<file path="src/rtl/zoom_level_if.sv">
// Board-side and scaler-side signals of the zoom-level selector.
// The controller drives the zoom outputs and upd_valid; buttons, switches and upd_ready come from outside.
interface zoom_level_if #(
   parameter int LVL_W = 3,
   parameter int ALG_W = 3
);
   logic [ALG_W-1:0] escolha_alg;
   logic             but_zoom_in;
   logic             but_zoom_out;
   logic [LVL_W-1:0] level;
   logic             zoom_dir;
   logic [LVL_W-2:0] zoom_mag;
   logic             at_max;
   logic             at_min;
   logic             upd_valid;
   logic             upd_ready;

   modport master (
      input  escolha_alg, but_zoom_in, but_zoom_out, upd_ready,
      output level, zoom_dir, zoom_mag, at_max, at_min, upd_valid
   );

   modport slave (
      output escolha_alg, but_zoom_in, but_zoom_out, upd_ready,
      input  level, zoom_dir, zoom_mag, at_max, at_min, upd_valid
   );
endinterface

</file>
<file path="src/rtl/zoom_level_ctrl.sv">
// Zoom-level selector: debounced, auto-repeating zoom buttons drive a saturating signed level
// that is offered to the image scaler over a valid/ready handshake.
//
// state    | meaning
// ST_IDLE  | no update pending; button events and algorithm changes are evaluated
// ST_OFFER | level offered to scaler (upd_valid=1); outputs frozen, button events dropped
module zoom_level_ctrl #(
   parameter int N_UP       = 2,
   parameter int N_DOWN     = 2,
   parameter int LVL_W      = 3,
   parameter int ALG_W      = 3,
   parameter int DEB_CYCLES = 500000,
   parameter int RPT_DELAY  = 25000000,
   parameter int RPT_PERIOD = 10000000
) (
   input logic          clk,
   input logic          rst,
   zoom_level_if.master bus
);

   localparam int DEB_W   = $clog2(DEB_CYCLES + 1);
   localparam int RPT_MAX = (RPT_DELAY > RPT_PERIOD) ? RPT_DELAY : RPT_PERIOD;
   localparam int RPT_W   = $clog2(RPT_MAX + 1);
   localparam logic signed [LVL_W-1:0] LVL_MAX = LVL_W'(N_UP);
   localparam logic signed [LVL_W-1:0] LVL_MIN = LVL_W'(-N_DOWN);

   typedef enum logic {ST_IDLE, ST_OFFER} state_t;

   // Index 0 is zoom-in, index 1 is zoom-out throughout.
   logic [1:0]              btn_raw;
   logic [1:0]              btn_s1_q, btn_s2_q;
   logic [1:0]              deb_q, deb_d, deb_prev_q;
   logic [DEB_W-1:0]        deb_cnt_q [2];
   logic [DEB_W-1:0]        deb_cnt_d [2];
   logic [RPT_W-1:0]        hold_cnt_q [2];
   logic [RPT_W-1:0]        hold_cnt_d [2];
   logic [1:0]              ev;
   logic [ALG_W-1:0]        alg_s1_q, alg_s2_q, alg_prev_q;
   logic [1:0]              win_cnt_q;
   logic                    alg_chg;
   state_t                  state_q, state_d;
   logic                    defer_q, defer_d;
   logic signed [LVL_W-1:0] level_q, level_d;
   logic [LVL_W-1:0]        lvl_neg;
   logic [LVL_W-2:0]        mag_q, mag_d;
   logic                    dir_q, at_max_q, at_min_q;

   assign btn_raw = {bus.but_zoom_out, bus.but_zoom_in};

   // Down-counting hold timer: press loads RPT_DELAY-1, each repeat reloads RPT_PERIOD-1.
   always_comb begin
      for (int b = 0; b < 2; b++) begin
         deb_d[b]      = deb_q[b];
         deb_cnt_d[b]  = '0;
         hold_cnt_d[b] = '0;
         ev[b]         = 1'b0;
         if (btn_s2_q[b] != deb_q[b]) begin
            if (deb_cnt_q[b] == DEB_W'(DEB_CYCLES - 1)) begin
               deb_d[b] = btn_s2_q[b];
            end else begin
               deb_cnt_d[b] = deb_cnt_q[b] + 1'b1;
            end
         end
         if (!deb_q[b]) begin
            if (deb_prev_q[b]) begin
               ev[b]         = 1'b1;
               hold_cnt_d[b] = RPT_W'(RPT_DELAY - 1);
            end else if (hold_cnt_q[b] == '0) begin
               ev[b]         = 1'b1;
               hold_cnt_d[b] = RPT_W'(RPT_PERIOD - 1);
            end else begin
               hold_cnt_d[b] = hold_cnt_q[b] - 1'b1;
            end
         end
      end
   end

   assign alg_chg = (win_cnt_q == 2'd3) && (alg_s2_q != alg_prev_q);

   always_comb begin
      state_d = state_q;
      defer_d = defer_q;
      level_d = level_q;
      case (state_q)
         ST_IDLE: begin
            if (defer_q || alg_chg) begin
               level_d = '0;
               defer_d = 1'b0;
               state_d = ST_OFFER;
            end else if (ev[0] != ev[1]) begin
               if (ev[0] && level_q != LVL_MAX) begin
                  level_d = level_q + LVL_W'(1);
                  state_d = ST_OFFER;
               end else if (ev[1] && level_q != LVL_MIN) begin
                  level_d = level_q - LVL_W'(1);
                  state_d = ST_OFFER;
               end
            end
         end
         ST_OFFER: begin
            if (alg_chg) defer_d = 1'b1;
            if (bus.upd_ready) state_d = ST_IDLE;
         end
         default: state_d = ST_IDLE;
      endcase
   end

   always_comb begin
      lvl_neg = -level_d;
      mag_d   = level_d[LVL_W-1] ? lvl_neg[LVL_W-2:0] : level_d[LVL_W-2:0];
   end

   always_ff @(posedge clk) begin
      if (rst) begin
         btn_s1_q   <= 2'b11;
         btn_s2_q   <= 2'b11;
         deb_q      <= 2'b11;
         deb_prev_q <= 2'b11;
         for (int b = 0; b < 2; b++) begin
            deb_cnt_q[b]  <= '0;
            hold_cnt_q[b] <= '0;
         end
         alg_s1_q   <= '0;
         alg_s2_q   <= '0;
         alg_prev_q <= '0;
         win_cnt_q  <= '0;
         state_q    <= ST_IDLE;
         defer_q    <= 1'b0;
         level_q    <= '0;
         mag_q      <= '0;
         dir_q      <= 1'b0;
         at_max_q   <= 1'b0;
         at_min_q   <= 1'b0;
      end else begin
         btn_s1_q   <= btn_raw;
         btn_s2_q   <= btn_s1_q;
         deb_q      <= deb_d;
         deb_prev_q <= deb_q;
         for (int b = 0; b < 2; b++) begin
            deb_cnt_q[b]  <= deb_cnt_d[b];
            hold_cnt_q[b] <= hold_cnt_d[b];
         end
         alg_s1_q   <= bus.escolha_alg;
         alg_s2_q   <= alg_s1_q;
         alg_prev_q <= alg_s2_q;
         if (win_cnt_q != 2'd3) win_cnt_q <= win_cnt_q + 2'd1;
         state_q    <= state_d;
         defer_q    <= defer_d;
         level_q    <= level_d;
         mag_q      <= mag_d;
         dir_q      <= level_d[LVL_W-1];
         at_max_q   <= (level_d == LVL_MAX);
         at_min_q   <= (level_d == LVL_MIN);
      end
   end

   always_comb begin
      bus.upd_valid = (state_q == ST_OFFER);
      bus.level     = level_q;
      bus.zoom_dir  = dir_q;
      bus.zoom_mag  = mag_q;
      bus.at_max    = at_max_q;
      bus.at_min    = at_min_q;
   end

endmodule

</file>
<file path="src/flat_wrapper.sv">
// flat-port wrapper written by rule: the top's interface ports become plain ports
module zoom_level_ctrl_flat 
#(
   parameter int N_UP       = 2,
   parameter int N_DOWN     = 2,
   parameter int LVL_W      = 3,
   parameter int ALG_W      = 3,
   parameter int DEB_CYCLES = 500000,
   parameter int RPT_DELAY  = 25000000,
   parameter int RPT_PERIOD = 10000000
)
  (clk, rst, bus_escolha_alg, bus_but_zoom_in, bus_but_zoom_out, bus_upd_ready, bus_level, bus_zoom_dir, bus_zoom_mag, bus_at_max, bus_at_min, bus_upd_valid);
  zoom_level_if #(.LVL_W(LVL_W), .ALG_W(ALG_W)) bus_i ();
  input logic clk;
  input logic rst;
  input wire logic [$bits(bus_i.escolha_alg)-1:0] bus_escolha_alg;
  input wire logic [$bits(bus_i.but_zoom_in)-1:0] bus_but_zoom_in;
  input wire logic [$bits(bus_i.but_zoom_out)-1:0] bus_but_zoom_out;
  input wire logic [$bits(bus_i.upd_ready)-1:0] bus_upd_ready;
  output wire logic [$bits(bus_i.level)-1:0] bus_level;
  output wire logic [$bits(bus_i.zoom_dir)-1:0] bus_zoom_dir;
  output wire logic [$bits(bus_i.zoom_mag)-1:0] bus_zoom_mag;
  output wire logic [$bits(bus_i.at_max)-1:0] bus_at_max;
  output wire logic [$bits(bus_i.at_min)-1:0] bus_at_min;
  output wire logic [$bits(bus_i.upd_valid)-1:0] bus_upd_valid;
  assign bus_i.escolha_alg = bus_escolha_alg;
  assign bus_i.but_zoom_in = bus_but_zoom_in;
  assign bus_i.but_zoom_out = bus_but_zoom_out;
  assign bus_i.upd_ready = bus_upd_ready;
  assign bus_level = bus_i.level;
  assign bus_zoom_dir = bus_i.zoom_dir;
  assign bus_zoom_mag = bus_i.zoom_mag;
  assign bus_at_max = bus_i.at_max;
  assign bus_at_min = bus_i.at_min;
  assign bus_upd_valid = bus_i.upd_valid;
  zoom_level_ctrl #(.N_UP(N_UP), .N_DOWN(N_DOWN), .LVL_W(LVL_W), .ALG_W(ALG_W), .DEB_CYCLES(DEB_CYCLES), .RPT_DELAY(RPT_DELAY), .RPT_PERIOD(RPT_PERIOD)) u_core (.clk(clk), .rst(rst), .bus(bus_i));
endmodule
</file>
<file path="config.mk">
export PLATFORM = sky130hd
export DESIGN_NAME = zoom_level_ctrl_flat
export DESIGN_NICKNAME = d
export VERILOG_FILES = /design/src/rtl/zoom_level_if.sv /design/src/rtl/zoom_level_ctrl.sv /design/src/flat_wrapper.sv
export SDC_FILE = /design/constraint.sdc
export NUM_CORES = 1
export LEC_CHECK = 0
export ABC_AREA = 0
export CAP_MARGIN = 20
export CORE_ASPECT_RATIO = 0.75
export CORE_MARGIN = 3
export CORE_UTILIZATION = 45
export DETAILED_ROUTE_END_ITERATION = 12
export GPL_TIMING_DRIVEN = 0
export PLACE_DENSITY_LB_ADDON = 0.12
export SLEW_MARGIN = 20
export SYNTH_ARGS = -nofsm -noshare
export SYNTH_HDL_FRONTEND = slang
export SYNTH_SLANG_ARGS = --single-unit
export TNS_END_PERCENT = 20
</file>
<file path="constraint.sdc">
create_clock -name clk -period 8.1 [get_ports clk]
set_input_delay 1.62 -clock clk [delete_from_list [all_inputs] [get_ports clk]]
set_output_delay 1.62 -clock clk [all_outputs]
set_load 0.1 [all_outputs]
</file>
## Word-level counts from Yosys, hierarchy flattened

Memories as Yosys holds them, arrays and structs flattened.
Index checks and enable logic that the tools add are counted.

- Reduce and logical (&&, ||, !) cells: 9
- Eq/ne operators: 14
- Bitwise gates (word level): 5
- Mux-type cells: 38
- $add $sub $neg: 8

Operators by type and width:

| cell | number |
|---|---|
| two-way mux 25 bit | 8 |
| two-way mux 19 bit | 6 |
| zero test 25 bit | 2 |
| subtractor 25 x 1 -> 25 bit (second input constant) | 2 |
| adder 19 x 1 -> 19 bit (second input constant) | 2 |
| == test 19 bit (second input constant) | 2 |
| two-way mux 1 bit | 16 |
| two-way mux 3 bit | 5 |
| AND reduction 2 bit | 3 |
| != test 2 x 1 -> 1 bit (second input constant) | 2 |
| OR 1 bit | 4 |
| one-hot mux 1 bit (2 select lines) | 2 |
| adder 3 x 2 -> 3 bit (second input constant) | 1 |
| == test 3 x 2 -> 1 bit (second input constant) | 1 |
| == test 3 bit (second input constant) | 1 |
| logical AND 1 bit | 3 |
| != test 1 bit | 3 |
| != test 3 x 2 -> 1 bit (second input constant) | 1 |
| != test 3 bit | 1 |
| != test 3 bit (second input constant) | 1 |
| subtractor 3 x 2 -> 3 bit (second input constant) | 1 |
| adder 2 x 1 -> 2 bit (second input constant) | 1 |
| == test 2 bit (second input constant) | 1 |
| two-way mux 2 bit | 1 |
| 4 further kinds | 4 |

- Memories: 2
- Output and inout port bits: 9
- Bits of input ports: 8
- Memory bits (writable): 88
- Register bits: 29

Memory list:

| memory | depth | width | read ports | clocked after Yosys merged registers in | write ports | line | text |
|---|---|---|---|---|---|---|---|
| u_core.hold_cnt_q | 2 | 25 | 2 | 0 | 2 | zoom_level_ctrl.sv:35 | `logic [RPT_W-1:0] hold_cnt_q [2];` |
| u_core.deb_cnt_q | 2 | 19 | 2 | 0 | 2 | zoom_level_ctrl.sv:33 | `logic [DEB_W-1:0] deb_cnt_q [2];` |

## Depth between registers and ports, before layout

- Depth in word-level cells: 12
- Depth in mapped cells: 13

## Worst setup path before layout

Ideal clock, no wire load.

- Kind: reg-to-output
- Start point: reg u_core.mag_q[0] (netlist: u_core.bus.zoom_mag[0])
- End point: out bus_zoom_mag[0]
- Arrival: 1.395 ns
- Required time: 6.480 ns
- Stages on the path, launching flop included: 2
- Slack: 5.085 ns
- Cells stage by stage: dfxtp_1 buf_4

RTL lines:

| what | line | text |
|---|---|---|
| start: declaration | zoom_level_ctrl.sv:45 | `logic [LVL_W-2:0] mag_q, mag_d;` |
| start signal: assignment | zoom_level_ctrl.sv:150 | `mag_q <= mag_d;` |
| end: declaration | flat_wrapper.sv:22 | `output wire logic [$bits(bus_i.zoom_mag)-1:0] bus_zoom_mag;` |

No word-level cell between the ends.

## Final worst setup path

- Start point: reg u_core.state_q (netlist: u_core.bus.upd_valid)
- End point: out bus_upd_valid

RTL lines:

| what | line | text |
|---|---|---|
| start: declaration | zoom_level_ctrl.sv:41 | `state_t state_q, state_d;` |
| start signal: assignment | zoom_level_ctrl.sv:147 | `state_q <= state_d;` |
| end: declaration | flat_wrapper.sv:25 | `output wire logic [$bits(bus_i.upd_valid)-1:0] bus_upd_valid;` |

No word-level cell between the ends.

==> results.cfg <==
[worst_setup_path]
critPathTopFamily = buffers and inverters
rr_worst_depth = 12
cpPeakStageDelay_ns = 1.19
critPathBufInv = 1
setup.worst_path.start_class = flop
cp_slowest_cell = clkdlybuf4s50_1
timing.rr.start = u_core.hold_cnt_q[0][44]
crit_fanout = 8
r2r_setup_slack_ns = 4.77
crit_cells = 1
crit_chain = clkdlybuf4s50_1
cp.required_ns = 6.48
cp-endpoint = bus_upd_valid
worstReg2RegEnd = u_core.bus.zoom_mag[1]
cp.arrival_ns = 2.07
path_class = reg2out
cp-end-kind = output pin
setup.worst_path.start = u_core.bus.upd_valid

[clock_network]
cts_root_buf = clkbuf_16
clock_latency_ns = 0.41
max-clock-path-buffers = 2
cts_setup_buffers = 0
hold_buffers = 0
clk_pin_slew_worst_paths_ns = 0.06
cts_tree = yes
cts_resized = 0
h-tree-depth = 4
cts_sinks = 115
cts_buffers = 17

[logic_synthesis]
synth.area.top_cells = dfxtp_1, xor2_1, nor2_1, xnor2_1, a21oi_1
async_reset_ff_share_pct = 0
syn_inst = 569
synth_nets = 588
synth-warning-count = 0
synth_seq_area_share_pct = 45.5
ys.flop_type = dfxtp_1
syn_avg_cell_area_um2 = 8.88
yosys.area.top_type = dfxtp_1
synth_edf_count = 0
synth_area_um2 = 5050
yosysUniqueCellTypes = 53
ys_ff_latch = 115
synth_top_area_share_pct = 45.5

[finish]
nNetsFinal = 623
area_delta_synth_final_pct = 18.6
diodes = 0
fillers = 950
final_layout_size_suffix_gt1_share_pct = 8.75
regArea_um2 = 2300
multi_input_area_um2 = 2620
instances_no_fill = 753
finalCoreUtilization_pct = 56.5

[grt]
antenna_found_initial = 0
grt-ovfl-total = 0
first_global_vias = 3760
gr-max-usage-layer = met2
grt_pass1_wl_um = 17200
grt_max_degree = 17
use_met1_pct = 22.6
use_met3_pct = 5.19
grt_use_met2_pct = 25.8
grt_usage_pct = 16.7

[hold_path]
hp-start = u_core.btn_s1_q[0]
hold_class = reg2reg

[floorplan]
io_pins = 17
start_util_pct = 47.6
rows = 32
die_w_um = 128
core_area_um2 = 10600
die_area_um2 = 12600
chipHeight_um = 97.8

[sta]
period_share_pct = 45.6
hold_viol = 0
finalClockSkew_ns = 0.0133
fin_crit_ns = 3.69
setup_viol = 0
max_freq_ghz = 0.271
worstMarginPinSlew_ns = 0.970
max_slew_margin_pct = 35.1
fin_tns_setup_ns = 0
slew_violations = 0
rsz0062_at_grt = no

[place]
dp_cells = 721
port_buffers = 16
place.detailed.hpwl_um = 6800
finalWeightedCongestion = 0.814

[run]
max_cap_violations = 0

[route]
routed_wirelength_um = 9880
detail_route.iter0.violations = 307
wl_per_cell_um = 13.1
dr.pass1.iters = 5
vias_per_cell = 5.12
drcViolationCount = 0
antenna_left = 0
num_vias = 3853

[power_and_ir_drop]
seqPwrFrac_pct = 42.4
p_int_mw = 1.07
power_frac_clock_pct = 56.0
powerDensity_nw_per_um2 = 226
combPwrFrac_pct = 1.6
swShare_pct = 21.3
ir_drop_v = 0.000136
leakagePower_nw = 2.49
total_power_mw = 1.36
p_switching_uw = 288

[run_status]
outcome = finished, final reports clean
-- cell type report --
cell class / count / area share [%]
repair buffers: 16 / 2.67
plain buffers: 20 / 1.38
clock buffers: 17 / 7.10
well taps: 136 / 2.84
flip-flops and latches: 115 / 38.4
multi-input cells: 420 / 43.7
inverters: 14 / 0.877
clock inverters: 15 / 3.05
-- how the worst min path moves through the flow --
stage / to / slack [ns] / cells after the start
2_1_floorplan: u_core.btn_s2_q[0] / 0.39 / 1
3_3_place_gp: u_core.btn_s2_q[0] / 0.40 / 1
3_5_place_dp: u_core.btn_s2_q[0] / 0.41 / 1
4_1_cts: u_core.btn_s2_q[0] / 0.42 / 1
5_1_grt: u_core.btn_s2_q[0] / 0.43 / 1
6_report: u_core.btn_s2_q[0] / 0.43 / 1
-- cells in the final DEF (no fill, tap or decap), types with 4 or more instances in the layout --
master	n
dfxtp_1	115
nor2_1	95
a21oi_1	49
xor2_1	49
nand2_1	39
xnor2_1	34
nor3_1	17
clkbuf_1	17
clkbuf_16	17
nand3_1	16
clkdlybuf4s50_1	16
or3_1	14
inv_1	13
nor2b_1	12
ha_1	11
and3_1	9
or4_1	7
nor4_1	7
nand4_1	6
or2_2	6
nand2b_1	4
mux2i_1	4
clkinv_4	4
clkinvlp_4	4
-- state kept, by name, indices dropped and copies added (netlist names), 3 cells and up --
register,flops
u_core.alg_s1_q,3
u_core.alg_s2_q,3
u_core.hold_cnt_q,50
u_core.alg_prev_q,3
u_core.deb_cnt_q,38
-- stage by stage --
step | instance area, um2 | hold WS, ns | setup slack [ns]
after CTS | 5990 | 0.425 | 4.38
after global routing | 5990 | 0.434 | 4.32
after detailed placement | 5390 | 0.412 | 4.38
final | 5990 | 0.427 | 4.41
after floorplan | 5050 | 0.389 | 5.08
after global placement | 5390 | 0.396 | 4.40
-- power groups by stage --
stage	Sequential [mW]	Clock, mW	Combinational [mW]
5_1_grt	0.575	0.802	0.0256
3_3_place_gp	0.586	0	0.0218
6_report	0.575	0.759	0.0221
2_1_floorplan	0.588	0	0.0139
3_5_place_dp	0.587	0	0.0223
4_1_cts	0.575	0.776	0.0226
-- synth_stat cells (all sizes together), types with 2 or more instances --
library cell  count
and4              2
xor2             49
nand2            39
nor3             17
nor4              9
dfxtp           115
o21ai             5
buf               3
nor4bb            2
nand2b            5
or2               6
or4               8
nand3b            2
nor3b             2
a21oi            49
inv              13
or4b              2
nor2             95
xnor2            34
nand3            16
a21o              2
and3              9
a31oi             4
and3b             2
clkbuf           17
mux2i             4
or3              15
nand4             6
nor2b            12
ha               11
-- kinds of logic (layout without fill, tap and decap cells) --
family	Yosys count	after routing	share of synthesized area (%)
AO/OA/AOI/OAI	69	69	8.32
AND/OR/NAND/NOR	253	253	25.6
XOR/XNOR	83	83	14.4
multiplexers	4	4	0.792
adder cells (fa/ha/maj)	11	11	2.72
buffers and inverters	34	82	2.67
flip-flops	115	115	45.5
-- per-layer routing --
metal | vias up | routed length [um] | share of wire, %
met5 | - | 0 | 0
met2 | 55 | 4510 | 46
met4 | 0 | 57 | 0.58
met3 | 5 | 344 | 3.5
li1 | 1998 | - | -
met1 | 1795 | 4970 | 50
Note: power is estimated with default switching activity, not from simulation.
